===== src/rtl/ram_arbiter_2port_pkg.sv =====
// Shared types for the two-port RAM arbiter: RAM word types, the arbiter
// FSM state encoding, the latched request record and the read-word parity check.
package ram_types;

    localparam int RAM_ADDR_W = 16;
    localparam int RAM_DATA_W = 8;

    typedef logic [RAM_ADDR_W-1:0] ram_address_t;
    typedef logic [RAM_DATA_W-1:0] ram_data_in_t;
    // Read word is {parity, data}; parity makes the 9-bit word XOR to zero.
    typedef logic [RAM_DATA_W:0]   ram_data_out_t;

    typedef enum logic [1:0] {
        IDLE  = 2'd0,
        ISSUE = 2'd1,
        WAIT  = 2'd2,
        RESP  = 2'd3
    } arb_state_t;

    typedef struct packed {
        logic         we;
        ram_address_t addr;
        ram_data_in_t wdata;
    } ram_req_t;

    // True when the stored parity bit matches the XOR-reduction of the data byte.
    function automatic logic ram_parity_ok(input ram_data_out_t word);
        return ~(word[RAM_DATA_W] ^ (^word[RAM_DATA_W-1:0]));
    endfunction

endpackage


===== src/rtl/ram_arbiter_2port_rr.sv =====
// Two-way round-robin pick. Purely combinational; the priority pointer is
// owned and advanced by the parent.
module rr_arbiter_2 (
    input  logic [1:0] req_i,
    input  logic       prio_i,
    output logic [1:0] gnt_oh_o,
    output logic       gnt_idx_o
);

    // Single requester always wins; a tie goes to the pointer's side.
    always_comb begin
        gnt_oh_o  = 2'b00;
        gnt_idx_o = 1'b0;
        case (req_i)
            2'b01: begin
                gnt_oh_o  = 2'b01;
                gnt_idx_o = 1'b0;
            end
            2'b10: begin
                gnt_oh_o  = 2'b10;
                gnt_idx_o = 1'b1;
            end
            2'b11: begin
                gnt_oh_o  = prio_i ? 2'b10 : 2'b01;
                gnt_idx_o = prio_i;
            end
            default: begin
                gnt_oh_o  = 2'b00;
                gnt_idx_o = 1'b0;
            end
        endcase
    end

endmodule


===== src/rtl/ram_arbiter_2port.sv =====
// Round-robin arbiter sharing one parity-protected RAM between two requesters.
// Each transaction runs IDLE -> ISSUE -> WAIT -> RESP; read data and a parity
// error flag are returned with a one-cycle ack to the granted requester.
// Optional feature: define RAM_ARB_ERRCNT_EN to add a saturating 16-bit
// parity-error counter on perr_cnt_o.
// ADDR_W/DATA_W must match the widths in package ram_types.
module ram_arbiter_2port
    import ram_types::*;
#(
    parameter int ADDR_W     = 16,
    parameter int DATA_W     = 8,
    parameter bit RESET_PRIO = 1'b0
) (
    input  logic                clk,
    input  logic                rst_n,
    input  logic [1:0]          req_i,
    input  logic [1:0]          we_i,
    input  logic [2*ADDR_W-1:0] addr_i,
    input  logic [2*DATA_W-1:0] wdata_i,
    output logic [1:0]          ack_o,
    output logic [DATA_W-1:0]   rdata_o,
    output logic                perr_o,
    output logic                gnt_id_o,
    output logic                busy_o,
    output logic                mem_read,
    output logic                mem_write,
    output logic [ADDR_W-1:0]   mem_address,
    output logic [DATA_W-1:0]   mem_data_in,
    input  logic [DATA_W:0]     mem_data_out
`ifdef RAM_ARB_ERRCNT_EN
    ,
    output logic [15:0]         perr_cnt_o
`endif
);

    arb_state_t         state_q, state_d;
    ram_req_t           lat_q, lat_d;
    logic               gnt_q, gnt_d;
    logic [1:0]         gnt_oh_q, gnt_oh_d;
    logic               ptr_q, ptr_d;
    logic [1:0]         ack_q, ack_d;
    logic               rd_q, rd_d;
    logic               wr_q, wr_d;
    logic [DATA_W-1:0]  rdata_q, rdata_d;
    logic               perr_q, perr_d;
    logic               busy_q, busy_d;
`ifdef RAM_ARB_ERRCNT_EN
    logic [15:0]        cnt_q, cnt_d;
`endif

    logic [1:0]         arb_oh_s;
    logic               arb_idx_s;

    rr_arbiter_2 u_rr (
        .req_i     (req_i),
        .prio_i    (ptr_q),
        .gnt_oh_o  (arb_oh_s),
        .gnt_idx_o (arb_idx_s)
    );

    // Next-state and next-output logic for the transaction sequencer.
    always_comb begin
        state_d  = state_q;
        lat_d    = lat_q;
        gnt_d    = gnt_q;
        gnt_oh_d = gnt_oh_q;
        ptr_d    = ptr_q;
        ack_d    = 2'b00;
        rd_d     = 1'b0;
        wr_d     = 1'b0;
        rdata_d  = rdata_q;
        perr_d   = perr_q;
`ifdef RAM_ARB_ERRCNT_EN
        cnt_d    = cnt_q;
`endif
        case (state_q)
            IDLE: begin
                if (arb_oh_s != 2'b00) begin
                    state_d   = ISSUE;
                    gnt_d     = arb_idx_s;
                    gnt_oh_d  = arb_oh_s;
                    lat_d.we    = arb_idx_s ? we_i[1] : we_i[0];
                    lat_d.addr  = arb_idx_s ? addr_i[2*ADDR_W-1:ADDR_W] : addr_i[ADDR_W-1:0];
                    lat_d.wdata = arb_idx_s ? wdata_i[2*DATA_W-1:DATA_W] : wdata_i[DATA_W-1:0];
                    // Strobe registers load here so they are high for the whole ISSUE cycle.
                    wr_d = lat_d.we;
                    rd_d = ~lat_d.we;
                end else begin
                    state_d = IDLE;
                end
            end
            ISSUE: begin
                state_d = WAIT;
            end
            WAIT: begin
                state_d = RESP;
                ack_d   = gnt_oh_q;
                if (!lat_q.we) begin
                    rdata_d = mem_data_out[DATA_W-1:0];
                    perr_d  = ~ram_parity_ok(mem_data_out);
`ifdef RAM_ARB_ERRCNT_EN
                    if (!ram_parity_ok(mem_data_out) && (cnt_q != 16'hffff)) begin
                        cnt_d = cnt_q + 16'd1;
                    end else begin
                        cnt_d = cnt_q;
                    end
`endif
                end else begin
                    rdata_d = rdata_q;
                    perr_d  = perr_q;
                end
            end
            RESP: begin
                state_d = IDLE;
                ptr_d   = ~gnt_q;
            end
            default: begin
                state_d = IDLE;
            end
        endcase
        busy_d = (state_d != IDLE);
    end

    // State and output registers; reset aborts any transaction in flight.
    always_ff @(posedge clk or negedge rst_n) begin
        if (!rst_n) begin
            state_q  <= IDLE;
            lat_q    <= '0;
            gnt_q    <= RESET_PRIO;
            gnt_oh_q <= 2'b00;
            ptr_q    <= RESET_PRIO;
            ack_q    <= 2'b00;
            rd_q     <= 1'b0;
            wr_q     <= 1'b0;
            rdata_q  <= '0;
            perr_q   <= 1'b0;
            busy_q   <= 1'b0;
`ifdef RAM_ARB_ERRCNT_EN
            cnt_q    <= 16'd0;
`endif
        end else begin
            state_q  <= state_d;
            lat_q    <= lat_d;
            gnt_q    <= gnt_d;
            gnt_oh_q <= gnt_oh_d;
            ptr_q    <= ptr_d;
            ack_q    <= ack_d;
            rd_q     <= rd_d;
            wr_q     <= wr_d;
            rdata_q  <= rdata_d;
            perr_q   <= perr_d;
            busy_q   <= busy_d;
`ifdef RAM_ARB_ERRCNT_EN
            cnt_q    <= cnt_d;
`endif
        end
    end

    assign ack_o       = ack_q;
    assign rdata_o     = rdata_q;
    assign perr_o      = perr_q;
    assign gnt_id_o    = gnt_q;
    assign busy_o      = busy_q;
    assign mem_read    = rd_q;
    assign mem_write   = wr_q;
    // Address and write data come straight from the latch, so they hold outside ISSUE.
    assign mem_address = lat_q.addr;
    assign mem_data_in = lat_q.wdata;
`ifdef RAM_ARB_ERRCNT_EN
    assign perr_cnt_o  = cnt_q;
`endif

endmodule

===== config.mk =====
export PLATFORM = sky130hd
export DESIGN_NAME = ram_arbiter_2port
export DESIGN_NICKNAME = d
export VERILOG_FILES = /design/src/rtl/ram_arbiter_2port_pkg.sv /design/src/rtl/ram_arbiter_2port_rr.sv /design/src/rtl/ram_arbiter_2port.sv
export SDC_FILE = /design/constraint.sdc
export NUM_CORES = 1
export LEC_CHECK = 0
export ABC_CLOCK_PERIOD_IN_PS = 1500
export BUFFER_PORTS_ARGS = -buffer_cell sky130_fd_sc_hd__buf_4
export CAP_MARGIN = 20
export CORE_MARGIN = 4
export CORE_UTILIZATION = 46
export CTS_CLUSTER_SIZE = 8
export DETAILED_ROUTE_END_ITERATION = 12
export GPL_TIMING_DRIVEN = 0
export PLACE_DENSITY = 0.82
export SKIP_LAST_GASP = 1
export SLEW_MARGIN = 0
export SYNTH_ARGS = -nofsm -noshare
export SYNTH_HDL_FRONTEND = slang
export SYNTH_SLANG_ARGS = --single-unit

===== constraint.sdc =====
create_clock -name clk -period 1.5 [get_ports clk]
set_input_delay 0.3 -clock clk [delete_from_list [all_inputs] [get_ports clk]]
set_output_delay 0.3 -clock clk [all_outputs]
set_load 0.05 [all_outputs]

==> metrics.md, run 1 <==
| Metric | Value |
|---|---|
| Via-to-Cell Ratio | `4.666` |
| F_max | `736.5 MHz` |
| Routed length per instance | `13.52 um` |
| Clock tree buffer depth | `2` |
| Crit path launch type | `flop` |
| Worst-Margin Slew | `564.6 ps` |
| Final setup skew | `4.048 ps` |
| Final number of max-transition violations | `0` |
| Status | `finished with violations` |
| Post-synthesis mux area share | `16.12%` |
| Setup ws final | `142.3 ps` |
| Req. time, crit path | `1670 ps` |
| Min-delay worst type | `input pin to async pin` |
| Final Wtd Congestion | `0.6948` |
| Synthesized area | `2173 sq um` |
| Rows | `24` |
| Area Overhead vs Synth | `42.49%` |
| Via count | `1647` |
| Ratio of cells with drive above 1 in the final layout | `51.16%` |
| Avg Inst Size Synth | `11.38 sq um` |
| Vias in the first global route | `1736` |
| First-pass GRT wire length | `7921 um` |
| Place WS | `-50.52 ps` |
| Largest net degree at the start of global routing | `46` |
| CP max stage cell | `dfrtp_1` |
| CP Launch Point | `state_q[0]` |
| Synth unique cells | `25` |
| VDD IR-drop max | `1183 uV` |
| Root buffer cell | `clkbuf_8` |
| Pre-antenna DRT Iters | `3` |
| Core Footprint | `4474 sq um` |
| Initial DRC Count | `51` |
| Maxcap violations | `0` |
| Detail Route Antenna Nets | `0` |
| Fin crit period | `1358 ps` |
| Clock latency on the worst-skew pair | `290 ps` |
| Hold slack | `-10.25 ps` |
| Antenna violations before repair | `0` |
| Die Span X | `76.74 um` |
| Fin crit share | `90.51%` |
| CTS buffer count | `5` |
| Post-Synth Adder-Cell Area | `1.727%` |
| Htree depth | `2` |
| Power per standard cell area | `2356 nW/um^2` |
| Filler instances | `365` |
| Global route total overflow | `0` |
| Crit Reg-Reg Startpoint | `state_q[0]` |
| Total power | `7.295 mW` |
| Worst relative slew slack | `62.36%` |
| Post-synthesis compound-gate area fraction | `8.981%` |
| Synthesis Warnings | `0` |
| Top cell family by delay on the critical path | `flip-flops` |
| Xor/xnor share of the synthesized area | `3.454%` |
| Final Hold Vio Count | `7` |
| Setup violations, final | `0` |
| DRC | `0` |
| CTS sink count | `45` |
| Die Area | `5888 sq um` |
| Failing checks | `hold timing` |
| Commonest non-fill, non-tap cell in the layout | `buf_4` |
| Multi-input logic area | `793.3 sq um` |
| Crit path kind | `flop to flop` |
| Worst setup EP type | `flop` |
| Sequential share of the synthesized area | `51.81%` |
| # IOs | `102` |
| Starting density of the core | `48.57%` |
| CTS tree | `yes` |
| Clock transition at path regs | `80 ps` |
| RSZ-0062 raised after global routing | `no` |
| #FFs+latches synth | `45` |
| CP bufs+invs | `2` |
| Synthesized net count | `257` |
| CP Max Fanout | `10` |
| Leakage | `1.659 nW` |
| Worst Path Arrival | `1530 ps` |
| Cell chain of the critical path | `inv_1 -> ha_2 -> o21ai_2 -> clkbuf_2 -> nand2_1 -> o21ai_0` |
| Largest family of logic cells by synthesized area | `multiplexers` |
| Nets | `366` |
| Worst path max stage delay | `380 ps` |
| Post-synthesis simple-gate area fraction | `5.987%` |
| Die height | `76.74 um` |
| Post-synthesis cell count | `191` |
| GRT Util Overall | `16.77%` |
| I/O Buffers | `101` |
| Post-DP HPWL | `3743 um` |
| Most frequent cells in the layout | `buf_4, dfrtp_1, mux2i_1` |
| Sequential Area | `1126 sq um` |
| Setup tns final | `0 ps` |
| WL final | `4772 um` |
| Diode count | `0` |
## registers in the layout, indices dropped and copies added (netlist names)
name / count
mem_address: 16
mem_data_in: 8
rdata_o: 8
ack_o: 2
gnt_oh_q: 2
state_q: 2
busy_o: 1
gnt_id_o: 1
lat_q: 1
mem_read: 1
mem_write: 1
perr_o: 1
ptr_q: 1
## per-layer routing
metal | wire length (um) | track usage, % | vias up
met1 | 1829 | 18.28 | 746
met2 | 2453 | 29.88 | 61
li1 | - | - | 834
met4 | 36 | 3.261 | 0
met3 | 452 | 7.728 | 6
met5 | 0 | 0 | -
## timing repair
| action | CTS | global route |
|---|---|---|
| endpoints found under the setup margin | 24 | 31 |
| buffers inserted | 0 | 1 |
| resized for setup | 4 | 4 |
| hold buffers | 0 | 0 |
| pin swaps | 0 | 1 |
| hold endpoints to repair | 0 | 0 |
## area by class of cell
cell class                 count  area share, %
timing repair buffer         102          24.73
buffer                        31          7.919
multi-input combinational    110          25.62
sequential                    45          36.36
clock inverter                 2         0.3232
tap                           52          2.101
clock buffer                   6          2.343
inverter                       5         0.6061
## cell families (layout without fill, tap and decap cells)
| logic type | after synthesis | in the layout |
|---|---|---|
| XOR/XNOR | 7 | 7 |
| flip-flops | 45 | 45 |
| multiplexers | 34 | 34 |
| buffers and inverters | 36 | 146 |
| adder cells (fa/ha/maj) | 3 | 3 |
| AND/OR/NAND/NOR | 32 | 32 |
| AO/OA/AOI/OAI | 34 | 34 |
## final timing paths
path	endpoint	slack, ps	cells past startpoint
worst max-delay path	mem_data_in[1]	140	6
worst min-delay path	rdata_o[0]	-10	1
worst max register to register	mem_data_in[1]	140	6
worst min register to register	mem_data_in[0]	480	2
max in group asynchronous	mem_address[2]	1120	1
min in group clk	rdata_o[7]	250	2
## where the power goes
| part | switching, mW | internal [mW] | total (mW) |
|---|---|---|---|
| combinational | 2.80 | 1.70 | 4.50 |
| sequential | 0.288 | 1.80 | 2.09 |
| clock | 0.384 | 0.323 | 0.707 |
| total | 3.47 | 3.83 | 7.29 |
## synth_stat cells
cell type	instances	area [sq um]
dfrtp_1	45	1126
mux2i_1	26	260.3
nand2_1	26	97.59
buf_4	24	180.2
o21ai_1	21	105.1
mux2_2	8	90.09
o21ai_0	5	25.02
clkbuf_1	4	15.01
inv_1	4	15.01
xnor2_1	4	35.03
a21oi_1	3	15.01
ha_1	3	37.54
a22o_1	2	17.52
and2_1	2	12.51
buf_12	2	40.04
nor2_1	2	7.510
xor2_1	2	17.52
buf_2	1	5.000
inv_2	1	3.750
nor2b_1	1	6.260
o21a_1	1	7.510
o21ai_2	1	8.760
o21ai_4	1	16.27
or2_2	1	6.260
xnor3_1	1	22.52
## through the flow
stage / util [%] / area [sq um] / hold WS, ps / instances
3_5_place_dp: 66.97 / 2997 / 337.0 / 344
3_3_place_gp: 66.97 / 2997 / 330.5 / 344
2_1_floorplan: - / 2173 / 4.409 / 191
4_1_cts: 68.93 / 3084 / 12.73 / 352
5_1_grt: 69.21 / 3097 / 22.47 / 353
6_report: 69.21 / 3097 / -10.25 / 353
Power figures use the tool's default switching activity.
==> run 2, diff against run 1 <==
--- a/config.mk
+++ b/config.mk
@@ -6,5 +6,5 @@
 export NUM_CORES = 1
 export LEC_CHECK = 0
-export ABC_CLOCK_PERIOD_IN_PS = 1500
+export ABC_CLOCK_PERIOD_IN_PS = 1400
 export BUFFER_PORTS_ARGS = -buffer_cell sky130_fd_sc_hd__buf_4
 export CAP_MARGIN = 20
==> constraint.sdc (replaced) <==
create_clock -name clk -period 1.4 [get_ports clk]
set_input_delay 0.28 -clock clk [delete_from_list [all_inputs] [get_ports clk]]
set_output_delay 0.28 -clock clk [all_outputs]
set_load 0.005 [all_outputs]
==> metrics.md, run 2 (synthesis results as in run 1) <==
| Metric | Value |
|---|---|
| Largest net degree at the start of global routing | `46 (unchanged)` |
| Die Span X | `76.74 um (unchanged)` |
| CTS tree | `yes (unchanged)` |
| Crit path launch type | `flop (unchanged)` |
| F_max | `761.1 MHz (was 736.5 MHz)` |
| Worst Path Arrival | `1490 ps (was 1530 ps)` |
| CTS sink count | `45 (unchanged)` |
| Cell chain of the critical path | `inv_1 -> ha_2 -> o21ai_4 -> clkbuf_4 -> nand2_1 -> o21ai_1 (was inv_1 -> ha_2 -> o21ai_2 -> clkbuf_2 -> nand2_1 -> o21ai_0)` |
| Req. time, crit path | `1570 ps (was 1670 ps)` |
| CTS buffer count | `5 (unchanged)` |
| Final non-filler cell total | `355 (was 353)` |
| WL final | `4793 um (was 4772 um)` |
| RSZ-0062 raised after global routing | `yes (was no)` |
| Power per standard cell area | `1907 nW/um^2 (was 2356 nW/um^2)` |
| Routed length per instance | `13.50 um (was 13.52 um)` |
| Area after DPL | `2997 sq um (unchanged)` |
| M1 GR Usage | `18.35% (was 18.28%)` |
| Root buffer cell | `clkbuf_8 (unchanged)` |
| Filler instances | `354 (was 365)` |
| Flop2flop setup slack | `90 ps (was 140 ps)` |
| Status | `finished, final reports clean (was finished with violations)` |
| Most frequent cells in the layout | `buf_4, dfrtp_1, mux2i_1, nand2_1, o21ai_1 (was buf_4, dfrtp_1, mux2i_1)` |
| Clock transition at path regs | `80 ps (about the same)` |
| Final setup skew | `5.773 ps (was 4.048 ps)` |
| Diode count | `0 (unchanged)` |
| Antenna violations before repair | `0 (unchanged)` |
| Crit path kind | `flop to flop (unchanged)` |
| Global route total overflow | `0 (unchanged)` |
| Vias in the first global route | `1751 (was 1736)` |
| Setup violations, final | `0 (unchanged)` |
| Final Wtd Congestion | `0.6948 (unchanged)` |
| Die height | `76.74 um (unchanged)` |
| Worst setup EP type | `flop (unchanged)` |
| Ratio of cells with drive above 1 in the final layout | `51.49% (was 51.16%)` |
| Worst path max stage delay | `380 ps (about the same)` |
| Design Area, Final | `3141 sq um (was 3097 sq um)` |
| Fin crit share | `93.85% (was 90.51%)` |
| M3 GR Usage | `7.728% (unchanged)` |
| Area Overhead vs Synth | `44.50% (was 42.49%)` |
| Via count | `1664 (was 1647)` |
| VDD IR-drop max | `899.2 uV (was 1183 uV)` |
| Commonest non-fill, non-tap cell in the layout | `buf_4 (unchanged)` |
| Clock latency on the worst-skew pair | `290 ps (about the same)` |
| Post-DP HPWL | `3743 um (unchanged)` |
| CP Max Fanout | `10 (unchanged)` |
| Worst relative slew slack | `63.04% (was 62.36%)` |
| Worst-Margin Slew | `554.4 ps (was 564.6 ps)` |
| GRT Util Overall | `16.90% (was 16.77%)` |
| Core Footprint | `4474 sq um (unchanged)` |
| Number of flip-flops in the largest register | `16 (unchanged)` |
| Htree depth | `2 (unchanged)` |
| Pre-antenna DRT Iters | `2 (was 3)` |
| CP max stage cell | `dfrtp_1 (unchanged)` |
| Nets | `368 (was 366)` |
| Final number of max-transition violations | `0 (unchanged)` |
| Starting density of the core | `48.57% (unchanged)` |
| M2 GR Usage | `30.23% (was 29.88%)` |
| Leakage | `1.677 nW (was 1.659 nW)` |
| Initial DRC Count | `45 (was 51)` |
| Min-delay worst type | `input pin to flop (was input pin to async pin)` |
| Maxcap violations | `0 (unchanged)` |
| Placed cell count | `344 (unchanged)` |
| Worst Hold Path Cells | `2` |
| Worst-case reg-to-reg path depth | `6 (unchanged)` |
| Clock tree buffer depth | `2 (unchanged)` |
| # IOs | `102 (unchanged)` |
| DRC | `0 (unchanged)` |
| Detail Route Antenna Nets | `0 (unchanged)` |
| Via-to-Cell Ratio | `4.687 (was 4.666)` |
| Fin crit period | `1314 ps (was 1358 ps)` |
| Final Hold Vio Count | `0 (was 7)` |
| Rows | `24 (unchanged)` |
| I/O Buffers | `101 (unchanged)` |
| Most crowded layer after global routing | `met2 (unchanged)` |
| Die Area | `5888 sq um (unchanged)` |
| First-pass GRT wire length | `7976 um (was 7921 um)` |
==> run 2: per-layer routing <==
metal  part of all wire, %  wire length (um)
met1                    38              1800
met2                    52              2503
met3                   9.4               452
met4                  0.75                36
met5                     0                 0
==> run 2: stage by stage <==
| stage | worst slack (ps) | hold slack, ps | total power [mW] | TNS, ps | utilization (%) |
|---|---|---|---|---|---|
| 2_1_floorplan | 87.13 | -15.59 | 3.869 | 0 | - |
| 3_3_place_gp | -94.11 | 310.5 | 5.081 | -2448 | 66.97 |
| 3_5_place_dp | -150.5 | 317.0 | 5.209 | -3763 | 66.97 |
| 4_1_cts | 3.677 | 222.0 | 6.060 | 0 | 69.94 |
| 5_1_grt | -22.13 | 223.4 | 6.493 | -39.73 | 70.19 |
| 6_report | 86.05 | 234.2 | 5.990 | 0 | 70.19 |
==> run 2: final timing paths <==
| check | startpoint | to |
|---|---|---|
| max | state_q[0] | mem_address[5] |
| min | mem_data_out[7] | rdata_o[7] |
| max reg2reg | state_q[0] | mem_address[5] |
| min reg2reg | mem_data_in[0] | mem_data_in[0] |
| max in group asynchronous | rst_n | mem_address[2] |
| min in group asynchronous | rst_n | gnt_id_o |
==> run 2: where the power goes <==
group / internal [mW] / leakage (nW) / switching [mW]
logic: 1.81 / 1.08 / 1.18
registers: 1.93 / 0.548 / 0.309
clock network: 0.346 / 0.0450 / 0.416
total: 4.09 / 1.68 / 1.90
==> run 2: cell type report <==
type / count / area (sq um) / share of cell area, %
repair buffers: 104 / 783.3 / 24.94
well taps: 52 / 65.06 / 2.072
plain buffers: 31 / 255.2 / 8.128
clock buffers: 6 / 72.57 / 2.311
flip-flops and latches: 45 / 1126 / 35.86
clock inverters: 2 / 10.01 / 0.3187
multi-input cells: 110 / 809.5 / 25.78
inverters: 5 / 18.77 / 0.5976
==> run 2: critical path: cells and delay by family, from the launching register on <==
family	cells	cell delay, ps
flops	1	380
fa+ha+maj	1	250
compound gates	2	180
buf+inv	2	290
simple gates	1	90
==> run 2: what timing repair did <==
action,CTS,global route
setup buffers,2,0
endpoints found under the setup margin,36,33
endpoints found under the hold margin,35,0
hold buffers,1,0
cloned,0,0
resized for setup,11,4
pin swaps,1,1
==> run 3, diff against run 2 <==
Settings changed: CELL_PAD_IN_SITES_DETAIL_PLACEMENT from default to 1, CELL_PAD_IN_SITES_GLOBAL_PLACEMENT from default to 2, CORE_UTILIZATION 46 to 27, PLACE_DENSITY 0.82 to 0.81.
==> metrics.md, run 3 (synthesis results as in run 1) <==
| Metric | Value |
|---|---|
| Diode count | `0 (unchanged)` |
| Antenna violations before repair | `0 (unchanged)` |
| Fin crit share | `95.88% (was 93.85%)` |
| DRC | `0 (unchanged)` |
| Worst path max stage delay | `360 ps (was 380 ps)` |
| Via-to-Cell Ratio | `4.185 (was 4.687)` |
| GRT Util Overall | `11.61% (was 16.90%)` |
| Switch Pwr | `1.966 mW (was 1.901 mW)` |
| I/O Buffers | `101 (unchanged)` |
| Routed length per instance | `13.67 um (was 13.50 um)` |
| Fin crit period | `1342 ps (was 1314 ps)` |
| Crit path launch type | `flop (unchanged)` |
| Die height | `97.72 um (was 76.74 um)` |
| Via count | `1695 (was 1664)` |
| Failing checks | `hold timing` |
| Crit path kind | `flop to flop (unchanged)` |
| CTS sink count | `45 (unchanged)` |
| Nets | `368 (unchanged)` |
| Worst setup EP type | `flop (unchanged)` |
| Worst-Margin Slew | `586.0 ps (was 554.4 ps)` |
| Number of flip-flops in the largest register | `16 (unchanged)` |
| CP bufs+invs | `1 (was 2)` |
| Pre-antenna DRT Iters | `4 (was 2)` |
| Req. time, crit path | `1580 ps (was 1570 ps)` |
| Starting density of the core | `27.98% (was 48.57%)` |
| Detail Route Antenna Nets | `0 (unchanged)` |
| CTS tree | `yes (unchanged)` |
| Post-layout util | `41.74% (was 70.19%)` |
| Global route total overflow | `0 (unchanged)` |
| WL final | `5536 um (was 4793 um)` |
| Final Hold Vio Count | `29 (was 0)` |
| Cell chain of the critical path | `inv_1 -> ha_1 -> nand2_4 -> mux2_2 (was inv_1 -> ha_2 -> o21ai_4 -> clkbuf_4 -> nand2_1 -> o21ai_1)` |
| Worst relative slew slack | `60.94% (was 63.04%)` |
| Final non-filler cell total | `405 (was 355)` |
| Post-DP HPWL | `4282 um (was 3743 um)` |
| Root buffer cell | `clkbuf_8 (unchanged)` |
| Vias in the first global route | `1827 (was 1751)` |
| Setup violations, final | `0 (unchanged)` |
| Power per standard cell area | `1915 nW/um^2 (was 1907 nW/um^2)` |
| Design Area, Final | `3242 sq um (was 3141 sq um)` |
| Final number of max-transition violations | `0 (unchanged)` |
| Clock tree buffer depth | `2 (unchanged)` |
| Final setup skew | `3.741 ps (was 5.773 ps)` |
| Leakage | `1.690 nW (was 1.677 nW)` |
| # IOs | `102 (unchanged)` |
| Filler instances | `891 (was 354)` |
| Min-delay worst type | `input pin to async pin (was input pin to flop)` |
| Most frequent cells in the layout | `buf_4, dfrtp_1, nand2_1 (was buf_4, dfrtp_1, mux2i_1, nand2_1, o21ai_1)` |
| Top cell family by delay on the critical path | `flip-flops (unchanged)` |
| Hold Buf Count CTS | `0 (was 1)` |
| CP max stage cell | `dfrtp_1 (unchanged)` |
| Core Footprint | `7767 sq um (was 4474 sq um)` |
| Hold slack | `-13.14 ps (was 234.2 ps)` |
| CP Max Fanout | `10 (unchanged)` |
| Sequential Area | `1126 sq um (unchanged)` |
| First-pass GRT wire length | `9004 um (was 7976 um)` |
| Clock transition at path regs | `80 ps (about the same)` |
| Largest net degree at the start of global routing | `46 (unchanged)` |
| Multi-input logic area | `823.3 sq um (was 809.5 sq um)` |
| Maxcap violations | `0 (unchanged)` |
| VDD IR-drop max | `1024 uV (was 899.2 uV)` |
| Clock share of power | `14.3% (was 12.7%)` |
| Comb pwr share | `49.7% (was 49.9%)` |
| Area after DPL | `3059 sq um (was 2997 sq um)` |
| Final Wtd Congestion | `0.7471 (was 0.6948)` |
| Die Area | `9549 sq um (was 5888 sq um)` |
| Int Pwr | `4.242 mW (was 4.089 mW)` |
| Area Overhead vs Synth | `49.17% (was 44.50%)` |
| Seq pwr share | `36.0% (was 37.4%)` |
| Sw frac | `31.66% (was 31.73%)` |
| RSZ-0062 raised after global routing | `yes (unchanged)` |
| Ratio of cells with drive above 1 in the final layout | `52.48% (was 51.49%)` |
| Rows | `32 (was 24)` |
| CTS buffer count | `5 (unchanged)` |
| Placed cell count | `394 (was 344)` |
| Initial DRC Count | `29 (was 45)` |
| Worst Path Arrival | `1520 ps (was 1490 ps)` |
| F_max | `745.0 MHz (was 761.1 MHz)` |
| Status | `finished with violations (was finished, final reports clean)` |
| Htree depth | `2 (unchanged)` |
| Commonest non-fill, non-tap cell in the layout | `buf_4 (unchanged)` |
| Die Span X | `97.72 um (was 76.74 um)` |
| Total power | `6.208 mW (was 5.990 mW)` |
| Clock latency on the worst-skew pair | `290 ps (about the same)` |
-- run 3: final timing paths --
kind                                      start               to  slack, ps  cells after the start
worst max-delay path                 state_q[0]       rdata_o[4]         60                      4
worst min-delay path                      rst_n  mem_address[12]        -10                      1
worst max register to register       state_q[0]       rdata_o[4]         60                      4
worst min register to register   mem_data_in[0]   mem_data_in[0]        480                      2
max in group asynchronous                 rst_n       rdata_o[7]       1020                      1
min in group clk                mem_data_out[0]       rdata_o[0]        230                      2
-- run 3: cell type report --
type,count,area share (%)
Buffer,31,8.144
Multi-Input combinational cell,110,25.40
Tap cell,102,3.937
Timing Repair Buffer,104,24.08
Clock inverter,1,0.1544
Inverter,5,0.5789
Sequential cell,45,34.74
Clock buffer,7,2.972
-- run 3: timing repair --
item | CTS | global route
setup buffers | 3 | 0
resized for setup | 14 | 4
setup endpoints to repair | 36 | 19
pin swaps | 1 | 0
-- run 3: metal layers --
layer  routed length [um]  track usage, %
met5                    0               0
met3                  373           4.020
met2                 2877           21.03
met4                   31           1.917
met1                 2254           13.42
-- run 3: power by group through the flow --
stage          sequential, mW  combinational, mW  clock, mW
2_1_floorplan            2.23               1.64          0
3_3_place_gp             2.24               2.93          0
3_5_place_dp             2.27               3.00          0
4_1_cts                  2.24               3.13      0.939
5_1_grt                  2.32               3.45      0.994
6_report                 2.23               3.09      0.886
-- run 3: per-stage QoR --
stage	setup TNS, ps	worst slack [ps]
final	0	57.73
after global routing	-133.3	-21.79
after CTS	0	1.357
after detailed placement	-5779	-202.1
after global placement	-4897	-177.1
after floorplan	0	87.13
